`src/rtl/dp_ram_pkg.sv`:
```
// Shared widths, typedefs and the read-pipeline payload for the dual-port RAM responder.
package dp_ram_pkg;

  localparam int unsigned DATA_W = 8;
  localparam int unsigned ADDR_W = 4;
  localparam int unsigned DEPTH  = 16;
  localparam int unsigned CNT_W  = 16;

  typedef logic [DATA_W-1:0] data_t;
  typedef logic [ADDR_W-1:0] addr_t;
  typedef logic [CNT_W-1:0]  cnt_t;

  typedef struct packed {
    logic  valid;
    logic  uninit;
    logic  collision;
    data_t data;
  } rd_pipe_t;

endpackage

```
`src/rtl/dp_ram_rd_pipe.sv`:
```
// RD_LAT-deep read-result pipeline; the data field of each stage holds while no read passes through.
module dp_ram_rd_pipe
  import dp_ram_pkg::*;
#(
  parameter int unsigned RD_LAT = 1
) (
  input  logic     clk,
  input  logic     rst_n,
  input  rd_pipe_t pipe_in,
  output rd_pipe_t pipe_out
);

  rd_pipe_t src_c   [RD_LAT];
  rd_pipe_t stage_d [RD_LAT];
  rd_pipe_t stage_q [RD_LAT];

  // Empty slots carry zero strobes but keep the last delivered data.
  always_comb begin
    for (int unsigned i = 0; i < RD_LAT; i++) begin
      src_c[i]   = '0;
      stage_d[i] = '0;
    end
    src_c[0] = pipe_in;
    for (int unsigned i = 1; i < RD_LAT; i++) begin
      src_c[i] = stage_q[i-1];
    end
    for (int unsigned i = 0; i < RD_LAT; i++) begin
      if (src_c[i].valid) begin
        stage_d[i] = src_c[i];
      end else begin
        stage_d[i].data = stage_q[i].data;
      end
    end
  end

  always_ff @(posedge clk or negedge rst_n) begin
    if (!rst_n) begin
      for (int unsigned i = 0; i < RD_LAT; i++) begin
        stage_q[i] <= '0;
      end
    end else begin
      for (int unsigned i = 0; i < RD_LAT; i++) begin
        stage_q[i] <= stage_d[i];
      end
    end
  end

  assign pipe_out = stage_q[RD_LAT-1];

endmodule

```
`src/rtl/dp_ram_resp.sv`:
```
// 16x8 dual-port RAM responder: write-first forwarding, written-since-reset tracking, saturating counters.
module dp_ram_resp #(
  parameter int unsigned DATA_W = dp_ram_pkg::DATA_W,
  parameter int unsigned ADDR_W = dp_ram_pkg::ADDR_W,
  parameter int unsigned DEPTH  = dp_ram_pkg::DEPTH,
  parameter int unsigned RD_LAT = 1,
  parameter int unsigned CNT_W  = dp_ram_pkg::CNT_W
) (
  input  logic              clk,
  input  logic              rst_n,
  input  logic              write,
  input  logic [ADDR_W-1:0] wr_addr,
  input  logic [DATA_W-1:0] data_in,
  input  logic              read,
  input  logic [ADDR_W-1:0] rd_addr,
  output logic [DATA_W-1:0] data_out,
  output logic              rd_valid,
  output logic              rd_uninit,
  output logic              collision,
  output logic [CNT_W-1:0]  wr_count,
  output logic [CNT_W-1:0]  rd_count
);

  import dp_ram_pkg::*;

  logic [DATA_W-1:0] mem_d [DEPTH];
  logic [DATA_W-1:0] mem_q [DEPTH];
  logic [DEPTH-1:0]  wbit_d, wbit_q;
  logic [CNT_W-1:0]  wr_cnt_d, wr_cnt_q;
  logic [CNT_W-1:0]  rd_cnt_d, rd_cnt_q;

  logic     collision_c;
  logic     wbit_rd_c;
  rd_pipe_t pipe_in_c;
  rd_pipe_t pipe_out;

  // Storage and written-bits update on an accepted write.
  always_comb begin
    mem_d  = mem_q;
    wbit_d = wbit_q;
    if (write) begin
      mem_d[wr_addr]  = data_in;
      wbit_d[wr_addr] = 1'b1;
    end
  end

  // Saturating access counters.
  always_comb begin
    wr_cnt_d = wr_cnt_q;
    rd_cnt_d = rd_cnt_q;
    if (write && !(&wr_cnt_q)) wr_cnt_d = wr_cnt_q + CNT_W'(1);
    if (read  && !(&rd_cnt_q)) rd_cnt_d = rd_cnt_q + CNT_W'(1);
  end

  // Stage-1 capture: same-address write wins, unwritten locations read as zero.
  always_comb begin
    collision_c = write && (wr_addr == rd_addr);
    wbit_rd_c   = wbit_q[rd_addr];
    pipe_in_c   = '0;
    if (read) begin
      pipe_in_c.valid     = 1'b1;
      pipe_in_c.collision = collision_c;
      pipe_in_c.uninit    = !wbit_rd_c && !collision_c;
      if (collision_c) begin
        pipe_in_c.data = data_in;
      end else if (wbit_rd_c) begin
        pipe_in_c.data = mem_q[rd_addr];
      end
    end
  end

  // The array itself is deliberately not reset; wbit_q masks stale contents.
  always_ff @(posedge clk) begin
    mem_q <= mem_d;
  end

  always_ff @(posedge clk or negedge rst_n) begin
    if (!rst_n) begin
      wbit_q   <= '0;
      wr_cnt_q <= '0;
      rd_cnt_q <= '0;
    end else begin
      wbit_q   <= wbit_d;
      wr_cnt_q <= wr_cnt_d;
      rd_cnt_q <= rd_cnt_d;
    end
  end

  dp_ram_rd_pipe #(
    .RD_LAT (RD_LAT)
  ) u_rd_pipe (
    .clk      (clk),
    .rst_n    (rst_n),
    .pipe_in  (pipe_in_c),
    .pipe_out (pipe_out)
  );

  assign data_out  = pipe_out.data;
  assign rd_valid  = pipe_out.valid;
  assign rd_uninit = pipe_out.uninit;
  assign collision = pipe_out.collision;
  assign wr_count  = wr_cnt_q;
  assign rd_count  = rd_cnt_q;

endmodule

```
`config.mk`:
```
export PLATFORM = sky130hd
export DESIGN_NAME = dp_ram_resp
export DESIGN_NICKNAME = d
export VERILOG_FILES = /design/src/rtl/dp_ram_pkg.sv /design/src/rtl/dp_ram_rd_pipe.sv /design/src/rtl/dp_ram_resp.sv
export SDC_FILE = /design/constraint.sdc
export NUM_CORES = 1
export LEC_CHECK = 0
export BUFFER_PORTS_ARGS = -buffer_cell sky130_fd_sc_hd__buf_2
export CORE_MARGIN = 2
export CORE_UTILIZATION = 59
export DETAILED_ROUTE_END_ITERATION = 8
export GPL_ROUTABILITY_DRIVEN = 0
export PLACE_DENSITY_LB_ADDON = 0.12
export SYNTH_ARGS = -nofsm -noshare
export SYNTH_HDL_FRONTEND = slang
export SYNTH_SLANG_ARGS = --single-unit
```
`constraint.sdc`:
```
create_clock -name clk -period 2.25 [get_ports clk]
set_input_delay 0.1125 -clock clk [delete_from_list [all_inputs] [get_ports clk]]
set_output_delay 0.1125 -clock clk [all_outputs]
set_load 0.02 [all_outputs]
```
==> results of run 1 <==
[flip-flops by register name, indices dropped and copies added, names as in the netlist]
register            flops
wbit_q                 16
wr_count               16
mem_q                 128
rd_count               16
u_rd_pipe.pipe_out     11
[per-stage QoR]
stage	power (W)	area [um2]	hold WS, ns
floorplan	0.004959	7649	-0.1831
global placement	0.005335	8243	0.3097
detailed placement	0.005378	8243	0.3088
CTS	0.008296	8850	0.03785
global route	0.008548	8850	0.06318
finish	0.008256	8852	0.05230
[metal layers]
metal	wire (um)	GRT usage (%)
met1	6628	33.15
met4	180	6.627
met5	0	0
met2	7434	35.90
met3	853	5.233
[repair_timing]
| action | 4_1_cts | 5_1_grt |
|---|---|---|
| setup buffers | 0 | 0 |
| hold buffers | 2 | 0 |
| hold endpoints to repair | 60 | 0 |
[how the worst max path moves through the flow]
stage / startpoint / end / slack [ns] / depth (start not counted)
after global routing: wr_count[0] / wr_count[13] / 0.11 / 6
after global placement: rd_addr[1] / u_rd_pipe.pipe_out[2] / 0.18 / 7
after CTS: wr_count[0] / wr_count[13] / 0.22 / 6
after detailed placement: rd_addr[1] / u_rd_pipe.pipe_out[2] / 0.20 / 7
final: wbit_q[7] / u_rd_pipe.pipe_out[4] / 0.23 / 6
after floorplan: wr_count[0] / wr_count[13] / 0.18 / 7
[kinds of logic after synthesis]
kind of cell / synth area share (%)
flops: 69.56
mux: 12.47
xor+xnor: 3.206
simple gates: 8.621
buf+inv: 2.159
compound gates: 3.665
fa+ha+maj: 0.3271
[synth_stat cells, drive strengths merged, types with 3 or more instances]
master,n
a211oi,8
a21oi,12
a221o,8
and2,4
and3,5
and4,4
buf,14
clkbuf,7
dfrtp,59
edfxtp,128
inv,5
mux2,4
mux2i,9
mux4,35
nand2,11
nand2b,3
nand3,15
nand4,5
nor2,29
nor2b,18
nor3,8
or2,16
xnor2,13
xor2,15
[final cells by class]
class	count	area [um2]	share of cell area, %
Sequential cell	187	5320	60.10
Multi-Input combinational cell	240	2163	24.44
Timing Repair Buffer	91	545.5	6.163
Clock buffer	20	479.2	5.413
Tap cell	172	215.2	2.431
Clock inverter	12	107.6	1.216
Inverter	5	18.77	0.2120
Antenna cell	1	2.502	0.02827
[power by group through the flow]
stage	Sequential, W	Clock, W	Combinational [W]
global placement	0.00423	0	0.00110
detailed placement	0.00425	0	0.00113
CTS	0.00418	0.00297	0.00114
finish	0.00418	0.00294	0.00113
floorplan	0.00441	0	0.000552
global route	0.00423	0.00310	0.00122
[cells in the final DEF (no fill, tap or decap), types with 3 or more instances in the layout]
cell type	synthesis	final
edfxtp_1	128	128
buf_2	5	62
dfrtp_1	59	59
nor2_1	29	29
mux4_2	27	27
buf_4	2	26
clkbuf_16	0	19
nor2b_1	18	18
or2_2	16	16
nand3_1	15	15
xor2_1	15	15
xnor2_1	13	13
a21oi_1	12	12
nand2_1	11	11
mux2i_1	9	9
nor3_1	8	8
a211oi_1	8	8
a221o_1	8	8
mux4_1	8	8
inv_1	5	5
nand4_1	5	5
and3_1	5	5
and2_1	4	4
mux2_2	4	4
and4_1	4	4
nand2b_1	3	3
clkinv_2	0	3
inv_4	0	3
inv_6	0	3
[worst max-delay path: stages, from the launching register on]
cell and delay (ns):
dfrtp_1 0.38, mux4_2 0.48, mux2i_1 0.26, o22ai_1 0.14
nor2b_1 0.15, buf_4 0.19, a221o_1 0.30
==> metrics.cfg, run 1 <==
[logic_synthesis]
syn_inst=453
ys_seq_area_share_pct=69.56
synth.distinct_cells=43
ys_seq_elements=187
yosys.area.top_type=edfxtp_1
ys_warn_count=0
synth_edf_count=128
async_flop_share_pct=31.55
syn_avg_cell_area_um2=16.88
ys.flop_type=edfxtp_1
yosysTopAreaCellShare_pct=50.25
synthTopCellsByArea=edfxtp_1, dfrtp_1, mux4_2
syn-num-nets=475
syn_area_mm2=0.007649

[hold_path]
whs_path_depth=3
worstHoldEndpoint=wr_count[12]
min_from=write
hp-class=in -> reg

[clocking]
path_clk_slew_ns=0.07
clock_path_buffers=2
cts_tree=done
post_cts_resize_count=0
cts_sinks=187
numCtsBuffers=17
h-tree-depth=4
clk_latency_ns=0.42
clockRootBuffer=clkbuf_16

[final_layout]
nNetsFinal=564
finalNonFillerCells=728
area.growth.synth_to_final_pct=15.74
nFillCells=856
fin_util_pct=70.15
drive_gt1_share_pct=30.45

[route]
num_vias=4295
postRouteWirelength_mm=15.10
wire_per_inst_um=20.74
drc_errors=0
firstDrtPassIters=5
ant_nets=0
drt-initial-drc-count=435
vias_per_cell=5.900

[place]
port-buffer-count=62
dp_hpwl_mm=9.703
pre_cts_slack_ns=0.2027
placed_cells=693

[floorplanning]
die_w_um=117.9
die_area_mm2=0.01389
num_io_pins=63
die_h_um=117.9
row_count=41
coreArea_mm2=0.01262
initial_core_util_pct=60.61

[worst_setup_path]
cp.required_ns=2.56
critPathKind=reg -> reg
path_max_fanout=8
r2r-start=wbit_q[7]
arrival_ns=2.33
critPathLaunchType=flip-flop
rr_worst_depth=6
regToRegSetupSlack_ns=0.23
end_kind=flip-flop
r2r-end=u_rd_pipe.pipe_out[4]

[timing]
tns_ns=0
slew_viol_final=0
max_slew_margin_pct=48.93
tightest_slew_ns=0.7660
finalWorstSetupSlack_ns=0.2282
finalCritPeriodShare_pct=89.86
finalHoldViolations=0
clock_skew_ns=0.006784
fin_crit_ns=2.022
timing.fmax_mhz=494.6
rsz0062_at_grt=false
setup_viol_count_final=0

[power_and_ir_drop]
leakage_nw=3.381
p_switching_w=0.002155
power.internal_w=0.006102
vdd_drop_max_mv=0.8573
switching_share_pct=26.10
cellPowerDensity_mw_per_mm2=932.7
p_clk_share_pct=35.6
seqPwrFrac_pct=50.7
comb_power_share_pct=13.7

[grt]
gr-total-overflow=0
grt_start_max_net_pins=60
grt_pass1_vias=4150
antenna_found_initial=0
grt_pass1_wl_mm=23.54
grt_usage_pct=22.98

[job]
maxCapViolCount=0

[status]
status=completed

Note: power is estimated with default switching activity, not from simulation.
==> run 2, diff against run 1 <==
- CORE_MARGIN: 2 -> 3
- CORE_UTILIZATION: 59 -> 50
==> run 2 against run 1 <==
  * Fmax decreased by 0.80%
  * Core utilization down 10 points
  * Clock skew up 0.0030 ns
  * Die area up 21%
  * Hold slack worse by 0.025 ns
  * First-iteration DRC count is 27% lower
  * Critical endpoint is now wr_count[13]
  * Highest routed layer is now met5
  * Final area grew 0.24%
  * Via count decreased by 2.0%
  * Register-to-register slack worse by 0.02 ns
  * Largest cell class unchanged
  * Sequential share of layout area is 0.14 points lower
  * Count of clock-buffer cells in the layout grew 9
==> metrics.cfg, run 2 (synthesis gave the netlist of run 1 again) <==
[power_and_ir_drop]
cellPowerDensity_mw_per_mm2=932.3  ; about the same
vdd_drop_max_mv=0.8034  ; -6.3%
leakage_nw=3.374  ; -0.20%

[timing]
tns_ns=0  ; unchanged
timing.fmax_mhz=490.7  ; -0.80%
slew_viol_final=0  ; unchanged
setup_viol_count_final=0  ; unchanged
fin_crit_ns=2.038  ; +0.01627 ns
finalHoldViolations=0  ; unchanged
hold_ws_ns=0.02779  ; -0.02451 ns
rsz0062_at_grt=false
finalCritPeriodShare_pct=90.58  ; +0.72 points
clock_skew_ns=0.009736  ; +0.002953 ns
tightest_slew_ns=0.5614  ; -0.2046 ns
max_slew_margin_pct=62.41  ; +13 points

[job]
maxCapViolCount=0  ; unchanged

[floorplanning]
die_w_um=129.7  ; +10%
initial_core_util_pct=51.84  ; -8.8 points
num_io_pins=63  ; unchanged
die_h_um=129.7  ; +10%
coreArea_mm2=0.01475  ; +17%
die_area_mm2=0.01682  ; +21%
row_count=44  ; +7.3%

[clocking]
h-tree-depth=4  ; unchanged
cts_sinks=187  ; unchanged
clock_path_buffers=2  ; unchanged
path_clk_slew_ns=0.06  ; about the same
clk_latency_ns=0.43  ; about the same
cts_tree=done
cts_post_setup_buffers_inserted=0  ; unchanged
numCtsBuffers=17  ; unchanged
clockRootBuffer=clkbuf_16

[hold_path]
min_from=read
worstHoldEndpoint=u_rd_pipe.pipe_out[10]
hp-class=in -> reg
whs_path_depth=1  ; -2

[status]
status=completed

[grt]
grt_pass1_vias=4257  ; +2.6%
grt_usage_pct=19.80  ; -3.2 points
grt_pass1_wl_mm=24.40  ; +3.6%
gr-total-overflow=0  ; unchanged
grt_start_max_net_pins=36  ; -40%
antenna_found_initial=1  ; +1

[worst_setup_path]
arrival_ns=2.34  ; about the same
path_max_fanout=6  ; -2
r2r-end=wr_count[13]
r2r-start=wr_count[0]
critPathLaunchType=flip-flop
cp.required_ns=2.56  ; about the same
end_kind=flip-flop
rr_worst_depth=6  ; unchanged
critPathKind=reg -> reg
regToRegSetupSlack_ns=0.21  ; -0.02 ns

[place]
placed_cells=703  ; +1.4%
dp_hpwl_mm=10.01  ; +3.2%
port-buffer-count=62  ; unchanged
dpl_cell_area_mm2=0.008255  ; +0.15%

[final_layout]
largest_reg_flops=128  ; unchanged
largest_register=mem_q
fin_util_pct=60.14  ; -10 points
final_common_cell=edfxtp_1
fin_area_mm2=0.008874  ; +0.24%
drive_gt1_share_pct=29.53  ; -0.92 points
finalNonFillerCells=737  ; +1.2%
layout_common_cells=edfxtp_1, buf_2, dfrtp_1
nNetsFinal=561  ; -0.53%
area.growth.synth_to_final_pct=16.02

[route]
wire_per_inst_um=20.89  ; +0.75%
firstDrtPassIters=4  ; -1
num_vias=4211  ; -2.0%
vias_per_cell=5.714  ; -3.2%
ant_nets=0  ; unchanged
drc_errors=0  ; unchanged
drt-initial-drc-count=318  ; -27%
postRouteWirelength_mm=15.40  ; +2.0%

==> run 2: worst max-delay path by stage <==
stage	from	endpoint	depth (start not counted)
after CTS	wr_count[0]	wr_count[13]	6
after global placement	rd_addr[0]	u_rd_pipe.pipe_out[0]	6
final	wr_count[0]	wr_count[13]	6
after floorplan	wr_count[0]	wr_count[13]	7
after detailed placement	rd_addr[0]	u_rd_pipe.pipe_out[6]	6
after global routing	wr_count[0]	wr_count[13]	6
==> run 2: layer usage <==
metal	vias to the layer above	part of all wire, %	global-route usage (%)
li1	1922	-	-
met1	2135	45	30.04
met2	135	47	28.30
met3	17	7.0	4.864
met4	2	1.1	6.968
met5	-	0.084	0
==> run 2: area by class of cell <==
cell class	instances	area [um2]
Fill cell	1131	5881
Sequential cell	187	5320
Multi-Input combinational cell	240	2163
Clock buffer	29	585.6
Timing Repair Buffer	88	533.0
Tap cell	184	230.2
Clock inverter	3	20.02
Inverter	5	18.77
Antenna cell	1	2.502
==> run 2: worst max-delay path, stage by stage (launching register included) <==
cell and delay (ns):
dfrtp_1 0.40, ha_1 0.20, and4_1 0.22, or4b_1 0.49
and2_1 0.27, and4_1 0.21, xor2_1 0.13
==> run 2: what timing repair did <==
item,CTS,global route
hold endpoints to repair,15,0
hold buffers,1,0
resized for setup,0,0
==> run 2: power breakdown <==
part	switching (W)	internal [W]	total (W)
Sequential	0.000225	0.00395	0.00418
Clock	0.00119	0.00177	0.00296
Combinational	0.000654	0.000482	0.00114
==> run 2: stage by stage <==
| step | power, W | setup WS, ns |
|---|---|---|
| 6_report | 0.008273 | 0.2120 |
| 5_1_grt | 0.008650 | 0.07911 |
| 4_1_cts | 0.008350 | 0.2169 |
| 3_5_place_dp | 0.005387 | 0.05330 |
| 3_3_place_gp | 0.005344 | 0.07081 |
| 2_1_floorplan | 0.004959 | 0.1768 |
==> run 3, diff against run 2 <==
- SLEW_MARGIN: default -> 30
- clock period: 2.25 -> 1.95 ns (I/O delays scaled with it)
==> run 3 against run 2 <==
  * Cell count up 1.9%
  * Total power grew 16%
  * Wire length is 3.6% higher
  * Largest cell class unchanged
  * Core utilization grew 1.1 points
==> metrics.cfg, run 3 (synthesis gave the netlist of run 1 again) <==
[final_layout]
drive_gt1_share_pct=33.51  ; +4.0 points
finalNonFillerCells=751  ; +1.9%
num_antenna_cells=0  ; -1
regArea_mm2=0.005323  ; about the same
nFillCells=1117  ; -1.2%
area.growth.synth_to_final_pct=18.08
largest_reg_flops=128  ; unchanged
largest_register=mem_q
multi_input_area_mm2=0.002215  ; +2.4%
fin_util_pct=61.21  ; +1.1 points
final_common_cell=edfxtp_1
layout_common_cells=edfxtp_1, buf_2, dfrtp_1
nNetsFinal=576  ; +2.7%

[worst_setup_path]
path_cells=mux4_1 -> nor2b_1 -> a211oi_2 -> a21oi_1 -> a221o_1
path_buf_inv=0  ; unchanged
arrival_ns=2.18  ; -0.16 ns
cp_top_family=compound AO/OA/AOI/OAI gates
slowest_stage=mux4_1
path_max_fanout=1  ; -5
path_depth=5  ; -1
cp.required_ns=2.26  ; -0.30 ns
cpPeakStageDelay_ns=0.50  ; about the same
end_kind=flip-flop
critPathLaunchType=flip-flop
critPathKind=reg -> reg
rr_worst_depth=5  ; -1

[clocking]
clockRootBuffer=clkbuf_16
cts_tree=done
clk_latency_ns=0.43  ; about the same
cts_sinks=187  ; unchanged
path_clk_slew_ns=0.07  ; about the same
clock_path_buffers=2  ; unchanged
numCtsBuffers=17  ; unchanged
h-tree-depth=4  ; unchanged

[grt]
antenna_found_initial=0  ; -1
grt_pass1_vias=4202  ; -1.3%
grt_usage_pct=20.43  ; +0.63 points
grt_start_max_net_pins=29  ; -19%
gr-total-overflow=0  ; unchanged
grt_pass1_wl_mm=24.93  ; +2.2%

[place]
pre_cts_slack_ns=-0.1028  ; -0.1561 ns
port-buffer-count=62  ; unchanged
dp_hpwl_mm=10.41  ; +4.0%
placed_cells=715  ; +1.7%

[floorplanning]
die_w_um=129.7  ; unchanged
die_area_mm2=0.01682  ; unchanged
coreArea_mm2=0.01475  ; unchanged
num_io_pins=63  ; unchanged
die_h_um=129.7  ; unchanged
row_count=44  ; unchanged
initial_core_util_pct=51.84  ; unchanged

[power_and_ir_drop]
cellPowerDensity_mw_per_mm2=1062  ; +14%
vdd_drop_max_mv=0.6215  ; -23%
leakage_nw=3.444  ; +2.1%
power_w=0.009587  ; +16%

[route]
wire_per_inst_um=21.24  ; +1.7%
firstDrtPassIters=4  ; unchanged
vias_per_cell=5.699  ; -0.26%
postRouteWirelength_mm=15.95  ; +3.6%
num_vias=4280  ; +1.6%
ant_nets=0  ; unchanged
drt-initial-drc-count=321  ; +0.94%
drc_errors=0  ; unchanged

[timing]
rsz0062_at_grt=true
max_slew_margin_pct=52.57  ; -9.8 points
finalHoldViolations=0  ; unchanged
clock_skew_ns=0.008701  ; -0.001035 ns
finalCritPeriodShare_pct=96.38  ; +5.8 points
tightest_slew_ns=0.7022  ; +0.1408 ns
timing.fmax_mhz=532.1  ; +8.4%
finalWorstSetupSlack_ns=0.07062  ; -0.1413 ns
slew_viol_final=0  ; unchanged
setup_viol_count_final=0  ; unchanged
fin_crit_ns=1.879  ; -0.1587 ns

[job]
maxCapViolCount=0  ; unchanged

[status]
status=completed

[hold_path]
whs_path_depth=3  ; +2
hp-class=in -> reg

run 3: what timing repair did:
| item | in CTS | in global routing |
|---|---|---|
| hold buffers | 2 | 0 |
| buffers inserted | 0 | 2 |
| pin swaps | 0 | 1 |
| resized for setup | 3 | 4 |
| setup endpoints to repair | 3 | 8 |
| hold endpoints to repair | 19 | 0 |
run 3: per-layer routing:
layer	track usage (%)	up-vias	part of all wire [%]
met5	0	-	0
met4	4.951	0	1.1
met2	29.94	97	48
met3	5.235	14	4.4
li1	-	1952	-
met1	31.20	2217	46
run 3: layout make-up:
type                    count  share of cell area [%]
clock buffers              20                   4.946
clock inverters            12                   1.385
inverters                   5                  0.2078
multi-input cells         240                   24.52
flip-flops and latches    187                   58.94
well taps                 184                   2.549
repair buffers            103                   7.454
run 3: metrics by stage:
step	cell area, um2	setup TNS (ns)	hold slack, ns
floorplan	7670	-0.01001	-0.1981
global placement	8392	-0.3716	0.07664
detailed placement	8392	-0.5611	0.09151
CTS	8996	0	0.02309
global route	9031	-0.01354	0.05879
finish	9031	0	0.05576
run 3: final timing paths:
| path | startpoint | to | slack (ns) |
|---|---|---|---|
| max | mem_q[90] | u_rd_pipe.pipe_out[2] | 0.07 |
| min reg2reg | wbit_q[15] | wbit_q[15] | 0.46 |
| max in group asynchronous | rst_n | wbit_q[11] | 1.17 |
| max reg2reg | mem_q[90] | u_rd_pipe.pipe_out[2] | 0.07 |
| min in group asynchronous | rst_n | rd_count[11] | 0.18 |
| min | write | wr_count[12] | 0.06 |
run 3: report_power, final:
group | leakage (nW) | internal, W | switching, W
Clock | 0.278 | 0.00192 | 0.00142
Combinational | 1.31 | 0.000635 | 0.000800
Sequential | 1.86 | 0.00457 | 0.000248
run 3: worst reg2reg max path, cell delays in order (launching register included):
cell      delay (ns)
edfxtp_1        0.37
mux4_1          0.51
nor2b_1         0.15
a211oi_2        0.33
a21oi_1         0.07
a221o_1         0.33
